### config.mk
export PLATFORM = sky130hd
export DESIGN_NAME = alu_share_arbiter
export DESIGN_NICKNAME = d
export VERILOG_FILES = /design/src/rtl/alu_share_arbiter.sv
export SDC_FILE = /design/constraint.sdc
export NUM_CORES = 1
export LEC_CHECK = 0
export CAP_MARGIN = 25
export CORE_ASPECT_RATIO = 0.6
export CORE_MARGIN = 10
export CORE_UTILIZATION = 55
export CTS_CLUSTER_SIZE = 14
export DETAILED_ROUTE_END_ITERATION = 16
export PLACE_DENSITY_LB_ADDON = 0.12
export SLEW_MARGIN = 0
export SYNTH_ARGS = -nofsm -noshare
export SYNTH_HDL_FRONTEND = slang
export SYNTH_SLANG_ARGS = --single-unit
### constraint.sdc
create_clock -name clk -period 10.1 [get_ports clk]
set_clock_uncertainty 0.1 [all_clocks]
set_input_delay 3.03 -clock clk [delete_from_list [all_inputs] [get_ports clk]]
set_output_delay 3.03 -clock clk [all_outputs]
set_load 0.01 [all_outputs]
### src/rtl/alu_share_arbiter.sv
// alu_share_arbiter: two requesters share one 32-bit ALU; one operation in flight,
// the response is returned on the channel of the port that was granted.
//   state | meaning
//   IDLE  | ready for a request, grant is combinational from req*_valid
//   EXEC  | ALU evaluates the registered operands
//   RESP  | response held until the owning port consumes it
module alu_share_arbiter #(
   parameter int PRIO_MODE  = 0,
   parameter int DATA_WIDTH = 32
) (
   input  logic                  clk,
   input  logic                  rst,
   input  logic                  req0_valid,
   output logic                  req0_ready,
   input  logic [DATA_WIDTH-1:0] req0_a,
   input  logic [DATA_WIDTH-1:0] req0_b,
   input  logic [2:0]            req0_op,
   output logic                  rsp0_valid,
   input  logic                  rsp0_ready,
   output logic [DATA_WIDTH-1:0] rsp0_result,
   output logic [2:0]            rsp0_flags,
   input  logic                  req1_valid,
   output logic                  req1_ready,
   input  logic [DATA_WIDTH-1:0] req1_a,
   input  logic [DATA_WIDTH-1:0] req1_b,
   input  logic [2:0]            req1_op,
   output logic                  rsp1_valid,
   input  logic                  rsp1_ready,
   output logic [DATA_WIDTH-1:0] rsp1_result,
   output logic [2:0]            rsp1_flags,
   output logic                  busy
);
   localparam int MSB = DATA_WIDTH - 1;

   typedef enum logic [1:0] {IDLE = 2'd0, EXEC = 2'd1, RESP = 2'd2} state_t;

   state_t          state_q, state_d;
   logic            last_grant_q, last_grant_d;
   logic            gid_q, gid_d;
   logic [MSB:0]    a_q, a_d, b_q, b_d;
   logic [2:0]      op_q, op_d;
   logic [MSB:0]    result_q, result_d;
   logic [2:0]      flags_q, flags_d;

   logic            any_valid;
   logic            grant_id;
   logic [MSB+1:0]  sum, diff;
   logic            add_ovf, sub_ovf;
   logic [MSB:0]    alu_result;
   logic            alu_ovf, alu_carry;

   // Round-robin only matters when both ask; a lone requester always wins.
   always_comb begin
      any_valid = req0_valid | req1_valid;
      if (PRIO_MODE == 1)
         grant_id = ~req0_valid;
      else if (req0_valid && req1_valid)
         grant_id = ~last_grant_q;
      else
         grant_id = ~req0_valid;
   end

   always_comb begin
      sum        = {1'b0, a_q} + {1'b0, b_q};
      diff       = {1'b0, a_q} + {1'b0, ~b_q} + {{DATA_WIDTH{1'b0}}, 1'b1};
      add_ovf    = (a_q[MSB] == b_q[MSB]) && (sum[MSB] != a_q[MSB]);
      sub_ovf    = (a_q[MSB] != b_q[MSB]) && (diff[MSB] != a_q[MSB]);
      alu_result = '0;
      alu_ovf    = 1'b0;
      alu_carry  = 1'b0;
      case (op_q)
         3'b000: alu_result = a_q & b_q;
         3'b001: alu_result = a_q | b_q;
         3'b010: begin
            alu_result = sum[MSB:0];
            alu_ovf    = add_ovf;
            alu_carry  = sum[MSB+1];
         end
         3'b110: begin
            alu_result = diff[MSB:0];
            alu_ovf    = sub_ovf;
            alu_carry  = diff[MSB+1];
         end
         // Signed less-than corrects the difference sign by the overflow.
         3'b111: begin
            alu_result = {{MSB{1'b0}}, diff[MSB] ^ sub_ovf};
            alu_ovf    = sub_ovf;
         end
         3'b011:  alu_result = {{MSB{1'b0}}, ~diff[MSB+1]};
         3'b100:  alu_result = a_q ^ b_q;
         default: alu_result = ~(a_q | b_q);
      endcase
   end

   always_comb begin
      state_d      = state_q;
      last_grant_d = last_grant_q;
      gid_d        = gid_q;
      a_d          = a_q;
      b_d          = b_q;
      op_d         = op_q;
      result_d     = result_q;
      flags_d      = flags_q;
      req0_ready   = 1'b0;
      req1_ready   = 1'b0;
      case (state_q)
         IDLE: begin
            if (any_valid) begin
               req0_ready   = ~grant_id;
               req1_ready   = grant_id;
               gid_d        = grant_id;
               last_grant_d = grant_id;
               a_d          = grant_id ? req1_a  : req0_a;
               b_d          = grant_id ? req1_b  : req0_b;
               op_d         = grant_id ? req1_op : req0_op;
               state_d      = EXEC;
            end
         end
         EXEC: begin
            result_d = alu_result;
            flags_d  = {alu_result == '0, alu_ovf, alu_carry};
            state_d  = RESP;
         end
         RESP: begin
            if (gid_q ? rsp1_ready : rsp0_ready)
               state_d = IDLE;
         end
         default: state_d = IDLE;
      endcase
   end

   always_ff @(posedge clk) begin
      if (rst) begin
         state_q      <= IDLE;
         last_grant_q <= 1'b1;
         gid_q        <= 1'b0;
         a_q          <= '0;
         b_q          <= '0;
         op_q         <= '0;
         result_q     <= '0;
         flags_q      <= '0;
      end else begin
         state_q      <= state_d;
         last_grant_q <= last_grant_d;
         gid_q        <= gid_d;
         a_q          <= a_d;
         b_q          <= b_d;
         op_q         <= op_d;
         result_q     <= result_d;
         flags_q      <= flags_d;
      end
   end

   assign rsp0_valid  = (state_q == RESP) && !gid_q;
   assign rsp1_valid  = (state_q == RESP) && gid_q;
   assign rsp0_result = result_q;
   assign rsp1_result = result_q;
   assign rsp0_flags  = flags_q;
   assign rsp1_flags  = flags_q;
   assign busy        = (state_q != IDLE);

endmodule
## Word-level counts from Yosys, hierarchy flattened

Index checks and enable logic that the tools add are counted.

- Flip-flop bits (word level): 106
- Word-level logic and storage cells: 64

- Add/sub/neg operators: 3
- Eq/ne operators: 14
- Multiplexer cells: 15
- Bitwise gates (word level): 11
- Reductions and logical operators: 13

Operators by type and width:

| operator | number |
|---|---|
| $pmux 32 s7 | 1 |
| $add 32x32->33 | 2 |
| $mux 32 | 2 |
| $not 32->32 | 2 |
| $add 33x1->33 const B | 1 |
| $and 32x32->32 | 1 |
| $logic_not 32->1 | 1 |
| $or 32x32->32 | 1 |
| $xor 32x32->32 | 1 |
| $eq 3x3->1 const B | 3 |
| $eq 3x2->1 const B | 2 |
| $mux 1 | 6 |
| $pmux 2 s3 | 1 |
| $logic_and 1x1->1 | 5 |
| $mux 2 | 2 |
| $ne 2x2->1 const B | 2 |
| $not 1->1 | 4 |
| $pmux 1 s2 | 2 |
| $reduce_and 2->1 | 2 |
| $eq 3x1->1 const B | 1 |
| $logic_not 3->1 | 1 |
| $mux 3 | 1 |
| $ne 1x1->1 | 3 |
| $eq 2x1->1 const B | 1 |
| 8 further kinds | 8 |

## Depth between registers and ports, before layout

- Word-level depth: 8
- Depth in mapped cells: 22
- Gate-level depth less buffers: 20

## Least setup slack after synthesis

Ideal clock, no wire load.

- Path kind: input to output
- From: input req1_valid
- To: output req1_ready
- Arrival time: 4.499 ns
- Required time: 6.970 ns
- Slack: 2.471 ns
- Cell stages on the path: 6
- Cells stage by stage: inv_1 -> o21ai_0 -> clkbuf_1 -> buf_1 -> buf_1 -> and2_1

- Word-level cells in the longest chain between the ends: 4
- Elaborated cells between the ends (all ways): 5

Ends and longest elaborated chain:

| element | RTL line | text |
|---|---|---|
| start, declared | 22 | `input logic req1_valid,` |
| $logic_and 1x1->1 | 57 | `else if (req0_valid && req1_valid)` |
| $mux 1 | 57 |  |
| $mux 1 * | 108 | `if (any_valid) begin` |
| $mux 1 * | 106 | `case (state_q)` |
| end, declared | 23 | `output logic req1_ready,` |

Mark *: on every way between the ends. The rest lies on a longest branch, timed or not.

## Worst setup path after layout

Same ends and word-level chain as after synthesis.

==> impl_metrics.env <==
export IMPL_synthSimpleGateAreaFrac=0.168
export IMPL_die_h_microns=128
export IMPL_initial_core_util=0.559
export IMPL_arrival_ns=5.13
export IMPL_syn_to_final_growth_pct=20.9
export IMPL_netlist_area_sq_um=10600
export IMPL_finalHoldViolCount=0
export IMPL_rsz0062_at_grt="false"
export IMPL_instances_no_fill=1780
export IMPL_reg2reg_depth=20
export IMPL_ant_nets=0
export IMPL_peakVddDrop_v=0.0000903
export IMPL_cts_root_buffer="clkbuf_16"
export IMPL_crit_required_ns=6.97
export IMPL_io_pins=215
export IMPL_synth_top_family_by_area="compound AO/OA/AOI/OAI gates"
export IMPL_synth_ff_type="dfxtp_1"
export IMPL_powerDensity_nw_per_um2=157
export IMPL_wl_per_cell_microns=22.9
export IMPL_grt_pass1_wl_mm=61.6
export IMPL_crit_fanout=22
export IMPL_setup_viol=0
export IMPL_rr_startpoint="a_q[13]"
export IMPL_die_area_sq_um=25500
export IMPL_drtPass1Iterations=7
export IMPL_cts_resized=0
export IMPL_placed_cells=1764
export IMPL_hold_start="rsp0_result[24]"
export IMPL_r2r_setup_slack_ns=4.59
export IMPL_worst_pin_slew_ns=1.11
export IMPL_start_kind="input pin"
export IMPL_crit_top_cell="clkdlybuf4s50_1"
export IMPL_drc=0
export IMPL_synth_compound_area_share=0.288
export IMPL_place_congestion=1.06
export IMPL_worstPathCellList="clkdlybuf4s50_1, inv_1, o21ai_4, and2_1, clkdlybuf4s50_1"
export IMPL_leakage_nw=5.10
export IMPL_tritoncts="built"
export IMPL_critPathKind="in -> out"
export IMPL_antenna_found_initial=0
export IMPL_end_kind="output pin"
export IMPL_clkSlewWorstSetupHoldPaths_ns=0.08
export IMPL_min_period_over_period=0.818
export IMPL_fmax_mhz=121
export IMPL_cts_hold_fix_buffers=0
export IMPL_drt_vias_per_instance=6.42
export IMPL_max_stage_delay_ns=0.78
export IMPL_die_w_microns=200
export IMPL_dp_hpwl_mm=31.6
export IMPL_synth_async_sr_flop_share=0
export IMPL_finalSetupTns_ns=0
export IMPL_grt_start_max_net_pins=102
export IMPL_row_count=39
export IMPL_synth_nets=1674
export IMPL_synth_edff_count=0
export IMPL_drive_gt1_frac=0.0391
export IMPL_ys_seq_area_frac=0.199
export IMPL_core_area_sq_um=19000
export IMPL_yosys_register_bits=106
export IMPL_via_count=11425
export IMPL_final_seq_area_sq_um=2120
export IMPL_dpl_instance_area_sq_um=12600
export IMPL_syn_inst=1425
export IMPL_maxSlewViolCount=0
export IMPL_clk_path_buf_depth=2
export IMPL_drt_first_iter_violations=1252
export IMPL_portBuffers=214
export IMPL_relSlewSlack=0.258
export IMPL_h_tree_depth=3
export IMPL_nets=1779
export IMPL_synth_xor_area_frac=0.0239
export IMPL_hold_depth=2
export IMPL_grt_usage=0.305
export IMPL_synthAdderAreaFrac=0.130
export IMPL_final_util=0.676
export IMPL_final_cell_area_sq_um=12900
export IMPL_fin_crit_ns=8.26
export IMPL_whs_endpoint="rsp0_result[24]"
export IMPL_synth_cell_type_count=83
export IMPL_cts_buffers=9
export IMPL_hold_class="reg -> reg"
export IMPL_fillerInstances=1586
export IMPL_cap_violations=0
export IMPL_ys_warn_count=0
export IMPL_cp_slowest_cell="o21ai_4"
export IMPL_status="complete, no violations"
export IMPL_drt_total_wl_mm=40.8
export IMPL_clkSinkCount=106
export IMPL_r2r_end="rsp0_flags[2]"
export IMPL_synth_mux_area_frac=0.0899
export IMPL_multi_input_area_sq_um=7490
export IMPL_grt_overflow=0
export IMPL_antenna_cells=0
export IMPL_clock_latency_ns=0.37
export IMPL_grt_pass1_vias=10797
export IMPL_postSynthAreaPerCell_sq_um=7.47
export IMPL_postCtsSetupRepairBufs=0
==> worst max-delay path by stage <==
stage / cells past startpoint / startpoint / end / slack, ns
final: 5 / req1_valid / req1_ready / 1.84
after global routing: 5 / req1_valid / req1_ready / 1.73
after CTS: 5 / req1_valid / req1_ready / 1.85
after detailed placement: 5 / req1_valid / req1_ready / 1.85
after global placement: 5 / req1_valid / req1_ready / 1.87
after floorplan: 6 / req1_valid / req1_ready / 2.47
==> synth_stat cells (4+ instances only) <==
library cell / count / share of area
nor4_1: 12 / 0.0071
a221o_1: 6 / 0.0056
a211oi_1: 102 / 0.072
o21bai_1: 9 / 0.0063
inv_1: 100 / 0.035
nand2_1: 63 / 0.022
o22ai_1: 5 / 0.0029
o21ai_1: 4 / 0.0019
nand4_1: 15 / 0.0088
and2_1: 4 / 0.0024
ha_1: 106 / 0.12
xnor2_1: 28 / 0.023
a221oi_1: 14 / 0.012
nor2b_1: 19 / 0.011
a2111oi_0: 6 / 0.0049
o21ai_0: 65 / 0.031
mux2_2: 4 / 0.0042
mux2i_1: 90 / 0.085
nand2b_1: 10 / 0.0059
nor2_1: 194 / 0.068
or3_1: 7 / 0.0041
dfxtp_1: 106 / 0.20
buf_4: 38 / 0.027
a22oi_1: 4 / 0.0028
a211o_1: 4 / 0.0033
clkbuf_1: 72 / 0.025
o31ai_1: 12 / 0.0085
a31oi_1: 17 / 0.010
o211ai_1: 15 / 0.011
a21oi_1: 112 / 0.053
a21o_1: 12 / 0.0085
buf_2: 15 / 0.0071
a311oi_1: 5 / 0.0041
buf_1: 12 / 0.0042
nand3_1: 19 / 0.0089
a21boi_0: 5 / 0.0035
o221ai_1: 8 / 0.0066
nor3_1: 31 / 0.015
==> stage by stage <==
stage	total power, mW	hold WS [ns]	worst slack, ns
after floorplan	1.26	0.379	2.47
after global placement	1.61	0.361	1.87
after detailed placement	1.63	0.365	1.85
after CTS	1.98	0.375	1.85
after global routing	2.13	0.407	1.73
final	2.02	0.382	1.84
==> critical path: cells and delay by family <==
kind	cells	cell delay [ns]
compound gates	1	0.78
simple gates	1	0.23
buf+inv	3	1.09
==> flip-flops by register name, indices dropped and copies added, names as in the netlist <==
| signal | cells |
|---|---|
| a_q | 32 |
| b_q | 32 |
| rsp0_result | 32 |
| op_q | 3 |
| rsp0_flags | 3 |
| state_q | 2 |
| gid_q | 1 |
| last_grant_q | 1 |
==> report_power, final <==
part	total (mW)	internal [mW]	switching, mW	leakage [nW]
sequential	0.527	0.468	0.0583	0.877
combinational	1.15	0.436	0.712	4.10
clock	0.349	0.169	0.180	0.126
total	2.02	1.07	0.950	5.10
==> cells by family (layout without fill, tap and decap cells) <==
family	Yosys count	in the layout
multiplexers	95	95
adder cells (fa/ha/maj)	109	109
AND/OR/NAND/NOR	394	394
XOR/XNOR	29	29
flip-flops	106	106
AO/OA/AOI/OAI	452	452
buffers and inverters	240	349
==> placed cells by master (no fill, tap or decap), types with 15 or more instances in the layout <==
master,instances
clkdlybuf4s50_1,213
nor2_1,191
a21oi_1,112
ha_1,106
dfxtp_1,105
a211oi_1,102
inv_1,100
mux2i_1,90
o21ai_0,64
nand2_1,63
nor3_1,31
xnor2_1,28
nand3_1,19
buf_4,18
nor2b_1,17
a31oi_1,17
o211ai_1,15
nand4_1,15
==> cell type report <==
class | instances | share of cell area
clock buffers | 9 | 0.0175
flip-flops and latches | 106 | 0.165
inverters | 102 | 0.0298
well taps | 246 | 0.0239
repair buffers | 232 | 0.178
clock inverters | 6 | 0.00399
multi-input cells | 1079 | 0.582
==> layer usage <==
metal / vias up / wire length (microns) / GRT usage
met5: - / 65 / 0.0195
met4: 2 / 530 / 0.0536
met3: 63 / 6620 / 0.156
met2: 713 / 15800 / 0.416
met1: 5329 / 17800 / 0.418
li1: 5318 / - / -
No activity file was read; power rests on OpenSTA's default activity.
